### src/rtl/ram_stream_reader_if.sv
// ram_stream_reader_if: command, RAM read port and output stream bundle for the RAM stream reader
interface ram_stream_reader_if #(
   parameter int ADDR_WIDTH = 8,
   parameter int DATA_WIDTH = 8
);
   logic                  start;
   logic [ADDR_WIDTH-1:0] base;
   logic [ADDR_WIDTH:0]   count;
   logic [ADDR_WIDTH-1:0] raddr;
   logic [DATA_WIDTH-1:0] rdata;
   logic [DATA_WIDTH-1:0] m_data;
   logic                  m_valid;
   logic                  m_ready;
   logic                  m_last;
   logic                  busy;
   logic                  done;
   modport master (
      input  start, base, count, rdata, m_ready,
      output raddr, m_data, m_valid, m_last, busy, done
   );
   modport slave (
      output start, base, count, rdata, m_ready,
      input  raddr, m_data, m_valid, m_last, busy, done
   );
endinterface

### src/rtl/ram_stream_reader.sv
// ram_stream_reader: issues RAM reads for a command and streams the words out through a 2-entry skid FIFO
module ram_stream_reader #(
   parameter int ADDR_WIDTH = 8,
   parameter int DATA_WIDTH = 8
) (
   input logic clk,
   input logic rst,
   ram_stream_reader_if.master bus
);
   localparam logic [1:0] IDLE  = 2'd0;
   localparam logic [1:0] RUN   = 2'd1;
   localparam logic [1:0] DRAIN = 2'd2;
   localparam logic [ADDR_WIDTH:0] ONE = 1;
   logic [1:0]            state;
   logic [ADDR_WIDTH:0]   iss_cnt, del_cnt;
   logic                  inflight;
   logic [DATA_WIDTH-1:0] fifo [2];
   logic                  wp, rp;
   logic [1:0]            occ, occ_next;
   logic                  pop, issue;
   assign pop          = bus.m_valid & bus.m_ready;
   assign occ_next     = occ + {1'b0, inflight} - {1'b0, pop};
   // a read issued now lands in the FIFO one cycle later, so it needs a free slot then
   assign issue        = state == RUN && occ_next < 2'd2;
   assign bus.m_valid  = occ != 2'd0;
   assign bus.m_data   = fifo[rp];
   assign bus.m_last   = bus.m_valid && del_cnt == ONE;
   assign bus.busy     = state != IDLE;
   always_ff @(posedge clk) begin
      if (rst) begin
         state     <= IDLE;
         bus.raddr <= '0;
         bus.done  <= 1'b0;
         iss_cnt   <= '0;
         del_cnt   <= '0;
         inflight  <= 1'b0;
         fifo      <= '{default: '0};
         wp        <= 1'b0;
         rp        <= 1'b0;
         occ       <= 2'd0;
      end else begin
         bus.done <= 1'b0;
         inflight <= issue;
         occ      <= occ_next;
         if (inflight) begin
            fifo[wp] <= bus.rdata;
            wp       <= ~wp;
         end
         if (pop) begin
            rp      <= ~rp;
            del_cnt <= del_cnt - 1'b1;
         end
         case (state)
            IDLE: if (bus.start) begin
               if (bus.count != '0) begin
                  bus.raddr <= bus.base;
                  iss_cnt   <= bus.count;
                  del_cnt   <= bus.count;
                  state     <= RUN;
               end else bus.done <= 1'b1;
            end
            RUN: if (issue) begin
               bus.raddr <= bus.raddr + 1'b1;
               iss_cnt   <= iss_cnt - 1'b1;
               if (iss_cnt == ONE) state <= DRAIN;
            end
            DRAIN: if (pop && del_cnt == ONE) begin
               state    <= IDLE;
               bus.done <= 1'b1;
            end
            default: state <= IDLE;
         endcase
      end
   end
endmodule
### src/flat_wrapper.sv
// flat-port wrapper written by rule: the top's interface ports become plain ports
module ram_stream_reader_flat 
#(
   parameter int ADDR_WIDTH = 8,
   parameter int DATA_WIDTH = 8
)
  (clk, rst, bus_start, bus_base, bus_count, bus_rdata, bus_m_ready, bus_raddr, bus_m_data, bus_m_valid, bus_m_last, bus_busy, bus_done);
  ram_stream_reader_if #(.ADDR_WIDTH(ADDR_WIDTH), .DATA_WIDTH(DATA_WIDTH)) bus_i ();
  input logic clk;
  input logic rst;
  input wire logic [$bits(bus_i.start)-1:0] bus_start;
  input wire logic [$bits(bus_i.base)-1:0] bus_base;
  input wire logic [$bits(bus_i.count)-1:0] bus_count;
  input wire logic [$bits(bus_i.rdata)-1:0] bus_rdata;
  input wire logic [$bits(bus_i.m_ready)-1:0] bus_m_ready;
  output wire logic [$bits(bus_i.raddr)-1:0] bus_raddr;
  output wire logic [$bits(bus_i.m_data)-1:0] bus_m_data;
  output wire logic [$bits(bus_i.m_valid)-1:0] bus_m_valid;
  output wire logic [$bits(bus_i.m_last)-1:0] bus_m_last;
  output wire logic [$bits(bus_i.busy)-1:0] bus_busy;
  output wire logic [$bits(bus_i.done)-1:0] bus_done;
  assign bus_i.start = bus_start;
  assign bus_i.base = bus_base;
  assign bus_i.count = bus_count;
  assign bus_i.rdata = bus_rdata;
  assign bus_i.m_ready = bus_m_ready;
  assign bus_raddr = bus_i.raddr;
  assign bus_m_data = bus_i.m_data;
  assign bus_m_valid = bus_i.m_valid;
  assign bus_m_last = bus_i.m_last;
  assign bus_busy = bus_i.busy;
  assign bus_done = bus_i.done;
  ram_stream_reader #(.ADDR_WIDTH(ADDR_WIDTH), .DATA_WIDTH(DATA_WIDTH)) u_core (.clk(clk), .rst(rst), .bus(bus_i));
endmodule
### config.mk
export PLATFORM = sky130hd
export DESIGN_NAME = ram_stream_reader_flat
export DESIGN_NICKNAME = d
export VERILOG_FILES = /design/src/rtl/ram_stream_reader_if.sv /design/src/rtl/ram_stream_reader.sv /design/src/flat_wrapper.sv
export SDC_FILE = /design/constraint.sdc
export NUM_CORES = 1
export LEC_CHECK = 0
export CAP_MARGIN = 20
export CORE_MARGIN = 1
export CORE_UTILIZATION = 57
export CTS_CLUSTER_SIZE = 25
export DETAILED_ROUTE_END_ITERATION = 6
export DONT_BUFFER_PORTS = 1
export HOLD_SLACK_MARGIN = 0.1
export PLACE_DENSITY_LB_ADDON = 0.12
export RECOVER_POWER = 100
export SLEW_MARGIN = 20
export SYNTH_ARGS = -nofsm -noshare
export SYNTH_HDL_FRONTEND = slang
export SYNTH_SLANG_ARGS = --single-unit
### constraint.sdc
create_clock -name clk -period 2.7 [get_ports clk]
set_clock_uncertainty 0.1 [all_clocks]
set_input_delay 0.54 -clock clk [delete_from_list [all_inputs] [get_ports clk]]
set_output_delay 0.54 -clock clk [all_outputs]
set_load 0.02 [all_outputs]
Yosys cells after proc, flatten, opt, wreduce, memory -nomap -nowiden
Index checks and enable logic that the tools add are counted.
- register bits: 50
- ROM bits: 0
- memories: 0
- RAM bits: 0
- output and inout bits: 20
- bits in latches: 0
- logic and storage cells: 73
- input port bits: 29
- divide/modulo/power cells: 0
- $add $sub $neg: 5
- multipliers: 0
- equality and inequality tests: 9
- shift-type cells: 0
- reduce and logical (&&, ||, !) cells: 11
- mux-type cells: 28
- order comparisons: 4
- bitwise operators: 5
- operators with widths (kind ; number):
    9-bit two-way mux ; 7
    8-bit two-way mux ; 7
    9-bit by 1-bit == test with 1-bit output, second input constant ; 2
    9-bit one-hot mux with 2 select lines ; 1
    9-bit by 1-bit subtractor with 9-bit output, second input constant ; 2
    16-bit bitwise mux ; 1
    8-bit one-hot mux with 2 select lines ; 1
    2-bit two-way mux ; 5
    9-bit nonzero test ; 1
    8-bit by 1-bit adder with 8-bit output, second input constant ; 1
    8-bit demux with 1-bit select ; 1
    2-bit by 1-bit inequality test with 1-bit output, second input constant ; 3
    2-bit one-hot mux with 3 select lines ; 1
    2-bit nonzero test ; 3
    5-bit AND reduction ; 1
    2-bit greater-or-equal comparator, second input constant ; 2
    1-bit logical AND ; 4
    2-bit inequality test, second input constant ; 2
    1-bit NOT with 2-bit output ; 2
    4-bit AND reduction ; 1
    1-bit two-way mux ; 3
    2-bit by 1-bit adder with 2-bit output ; 1
    2-bit by 1-bit == test with 1-bit output, second input constant ; 1
    2-bit == test, second input constant ; 1
    7 further kinds ; 8

Longest topological paths before layout
- word-level depth: 7
- depth in mapped cells: 8
- depth with buffers taken out: 7

Worst setup path after synthesis
Ideal clock, no wire load.
- path type: reg-to-output
- start point: register u_core.del_cnt[3]
- end point: output bus_m_last
- buffers on the path: 0
- arrival: 1696 ps
- cell stages (with the launch flop): 4
- required time: 2060 ps
- setup slack: 364 ps
- path through: dfxtp_1 or4_4 or4_4 nor2b_1
- word-level cells in the longest chain between the ends: 2
- RTL lines (item ; line ; RTL):
    start: declaration ; ram_stream_reader.sv:15 ; logic [ADDR_WIDTH:0] iss_cnt, del_cnt;
    start signal: assignment ; ram_stream_reader.sv:51 ; del_cnt <= del_cnt - 1'b1;
    start signal: assignment ; ram_stream_reader.sv:58 ; del_cnt <= bus.count;
    9-bit by 1-bit == test with 1-bit output ; ram_stream_reader.sv:27 ; assign bus.m_last = bus.m_valid && del_cnt == ONE;
    1-bit logical AND ; ram_stream_reader.sv:27 ;
    end: declaration ; flat_wrapper.sv:19 ; output wire logic [$bits(bus_i.m_last)-1:0] bus_m_last;
No other way between the ends.

Worst setup path after layout
Same ends and word-level chain as after synthesis.

==> out/results.tsv <==
stage	metric	value	unit
yosys	async_flop_share	0	
yosys	synth_compound_area_frac	0.2175	
yosys	avgSynthCellArea	8.228	um^2
grt	track_usage	0.2329	
drt	drtAntennaViolNets	0	
drt	wl_per_cell	15.40	um
sta	clock.fmax	0.3827	GHz
yosys	synth_edf_count	0	
grt	grt_pass1_vias	1943	
yosys	synth_top_family_by_area	simple AND/OR/NAND/NOR gates	
sta	setup_slack	0.08704	ns
critical_path	crit_fanout	5	
cts	ctsHtreeMaxLevel	2	
status	status	finished clean	
pwr	power-per-cell-area	709.8	nW/um^2
layout	fin_nets	351	
sta	finalSetupViolations	0	
yosys	ys_seq_elements	50	
place	place.gp.congestion	0.7838	
sta	rsz0062_at_grt	false	
yosys	synth-simple-area-share	0.2698	
hold_path	holdCritPathClass	in2reg	
yosys	ys_seq_area_frac	0.3766	
critical_path	path_common_cell	or4_4	
sta	fin_crit_sh	0.9678	
pwr	peakVddDrop	471.9	uV
die	io_pins	49	
drt	drcViolationCount	0	
sta	slew_violations	0	
critical_path	worstPathCellList	or4_4 -> or4_4 -> nor2b_2	
yosys	synth.distinct_cells	54	
drt	num_vias	2197	
grt	grt_max_degree	59	
cts	clk_latency	0.31	ns
die	core	4414	um^2
drt	wirelength	5684	um
cts	clock_sinks	50	
grt	antenna_found_initial	0	
place	dp_hpwl	3799	um
cts	cts_buffers	5	
yosys	synth_xor_area_frac	0.03296	
critical_path	arrival	1.97	ns
place	io_buffers	0	
yosys	synthMuxAreaShare	0.03390	
yosys	syn-cell-area	2658	um^2
critical_path	required	2.06	ns
die	die_area	4939	um^2
drt	via_per_inst	5.954	
layout	drive_gt1_frac	0.07571	
critical_path	startpoint_type	flip-flop	
grt	grt_pass1_wl	9252	um
yosys	synthFlopType	dfxtp_1	
drt	drt_iter0_markers	187	
die	row_count	24	
drt	first_pass_iters	4	
yosys	syn_inst	323	
cts	cts_setup_buffers	0	
cts	cts_tree	yes	
grt	grt_overflow	0	
critical_path	critical-path-max-stage-delay	0.55	ns
layout	fill_cells	405	
critical_path	crit_slowest_cell	or4_4	
die	start_util	0.6020	
cts	cts-root-buf	clkbuf_8	
critical_path	crit_path_end_kind	output pin	
sta	relSlewSlack	0.5767	
critical_path	worstSetupPathType	reg2out	
sta	fin_setup_tns	0	ns
sta	min_period	2.613	ns
place	dp_slack	0.3185	ns
layout	antenna_cells	0	
layout	area_growth	3.107	%
sta	hold_viol	0	
sta	tightest_slew	0.6320	ns
yosys	ys.warnings.count	0	
yosys	syn_nets	358	
layout	final_util	0.6207	
cts	cts_buffer_depth	2	
die	die_h	70.28	um
pwr	p_leak	0.9432	nW
yosys	synth_fa_ha_area_frac	0.02825	
die	dieWidth	70.28	um
cts	clk_pin_slew_worst_paths	0.10	ns
run	maxCapViolCount	0	
[flip-flops by register name, indices dropped and copies added, names as in the netlist]
signal	count
u_core.bus.raddr	8
u_core.fifo	16
u_core.wp	1
u_core.del_cnt	9
u_core.rp	1
u_core.occ	2
u_core.state	2
u_core.inflight	1
u_core.iss_cnt	9
u_core.bus.done	1
[worst max-delay path: cells and delay by family (launching register included)]
| family | cells | cell delay (ns) |
|---|---|---|
| flops | 1 | 0.35 |
| simple gates | 3 | 1.33 |
[area by class of cell]
cell class / count / area, um^2 / area share
multi-input cells: 248 / 1519 / 0.5543
flip-flops and latches: 50 / 1001 / 0.3653
clock buffers: 6 / 82.58 / 0.03014
well taps: 52 / 65.06 / 0.02374
repair buffers: 6 / 37.54 / 0.01370
inverters: 5 / 18.77 / 0.006849
clock inverters: 2 / 16.27 / 0.005936
[cells in the final DEF (no fill, tap or decap), drive strengths merged, types with 4 or more instances in the layout]
master  count
nor2       20
dfxtp      50
nor4        5
nand2      45
nor2b       4
nand3      15
ha          6
a21o        4
inv         6
buf         4
or2         7
o32ai       8
mux2        8
nor3       11
a21oi      46
or3         4
xnor2       8
o21ai       9
a211oi      7
nand2b     14
clkbuf      8
[layer usage]
metal  part of all wire  up-vias  track usage
met5                  0        -            0
met4             0.0063        0      0.07111
met3              0.047        4      0.05628
met2               0.46       42       0.3460
met1               0.48     1010       0.3318
li1                   -     1141            -
[worst paths after layout]
check,endpoint,from,cells past startpoint,slack [ns]
hold reg to reg,u_core.fifo[13]$_SDFFE_PP0P_,u_core.fifo[13]$_SDFFE_PP0P_,2,0.35
hold / removal,u_core.bus.raddr[7]$_SDFFE_PP0P_,rst,1,0.19
setup reg to reg,u_core.iss_cnt[0]$_SDFFE_PP0P_,u_core.occ[1]$_SDFF_PP0_,8,0.24
setup / recovery,bus_m_last,u_core.del_cnt[3]$_SDFF_PP0_,3,0.09
[where the power goes]
part           total, mW  switching [mW]  internal (mW)
registers          0.946           0.123          0.823
clock network      0.476           0.264          0.211
logic              0.524           0.297          0.226
total               1.94           0.684           1.26
[metrics by stage]
| stage | hold slack (ns) | std cells | power, mW | cell area, um^2 |
|---|---|---|---|---|
| floorplan | 0.3329 | 323 | 1.416 | 2658 |
| global placement | 0.3334 | 361 | 1.499 | 2678 |
| detailed placement | 0.3389 | 361 | 1.504 | 2678 |
| CTS | 0.1801 | 369 | 1.976 | 2779 |
| global route | 0.1764 | 369 | 2.061 | 2740 |
| finish | 0.1940 | 369 | 1.945 | 2740 |
[cell families (layout without fill, tap and decap cells)]
family,after synthesis,count (layout)
DFF,50,50
and+or+nand+nor,137,137
muxes,8,8
adders and majority gates,6,6
buffers and inverters,25,19
AOI/OAI and AO/OA,87,87
xor gates and xnor gates,10,10
[cell usage after synthesis (2+ instances only)]
| cell type | number | share of area |
|---|---|---|
| nor2b_1 | 4 | 0.0094 |
| nand4_1 | 2 | 0.0047 |
| or2_1 | 6 | 0.014 |
| a21oi_1 | 46 | 0.087 |
| inv_1 | 5 | 0.0071 |
| buf_2 | 3 | 0.0056 |
| nor3_1 | 10 | 0.019 |
| mux2_2 | 8 | 0.034 |
| dfxtp_1 | 50 | 0.38 |
| nor4_1 | 3 | 0.0071 |
| or4_4 | 2 | 0.0085 |
| clkbuf_1 | 14 | 0.020 |
| xnor2_1 | 8 | 0.026 |
| nand3_1 | 15 | 0.028 |
| ha_1 | 6 | 0.028 |
| nand2_1 | 45 | 0.064 |
| a31oi_1 | 2 | 0.0047 |
| nand2b_1 | 14 | 0.033 |
| o21ai_1 | 6 | 0.011 |
| a211oi_1 | 6 | 0.017 |
| nor2_1 | 19 | 0.027 |
| a21o_1 | 4 | 0.011 |
| or3_1 | 4 | 0.0094 |
| nor3b_1 | 3 | 0.0085 |
| xor2_1 | 2 | 0.0066 |
| o21ai_0 | 2 | 0.0038 |
| o32ai_1 | 7 | 0.023 |
[what timing repair did]
item | CTS | global route
hold buffers | 0 | 0
resized for setup | 1 | 0
endpoints found under the setup margin | 1 | 0
Power figures use the tool's default switching activity.
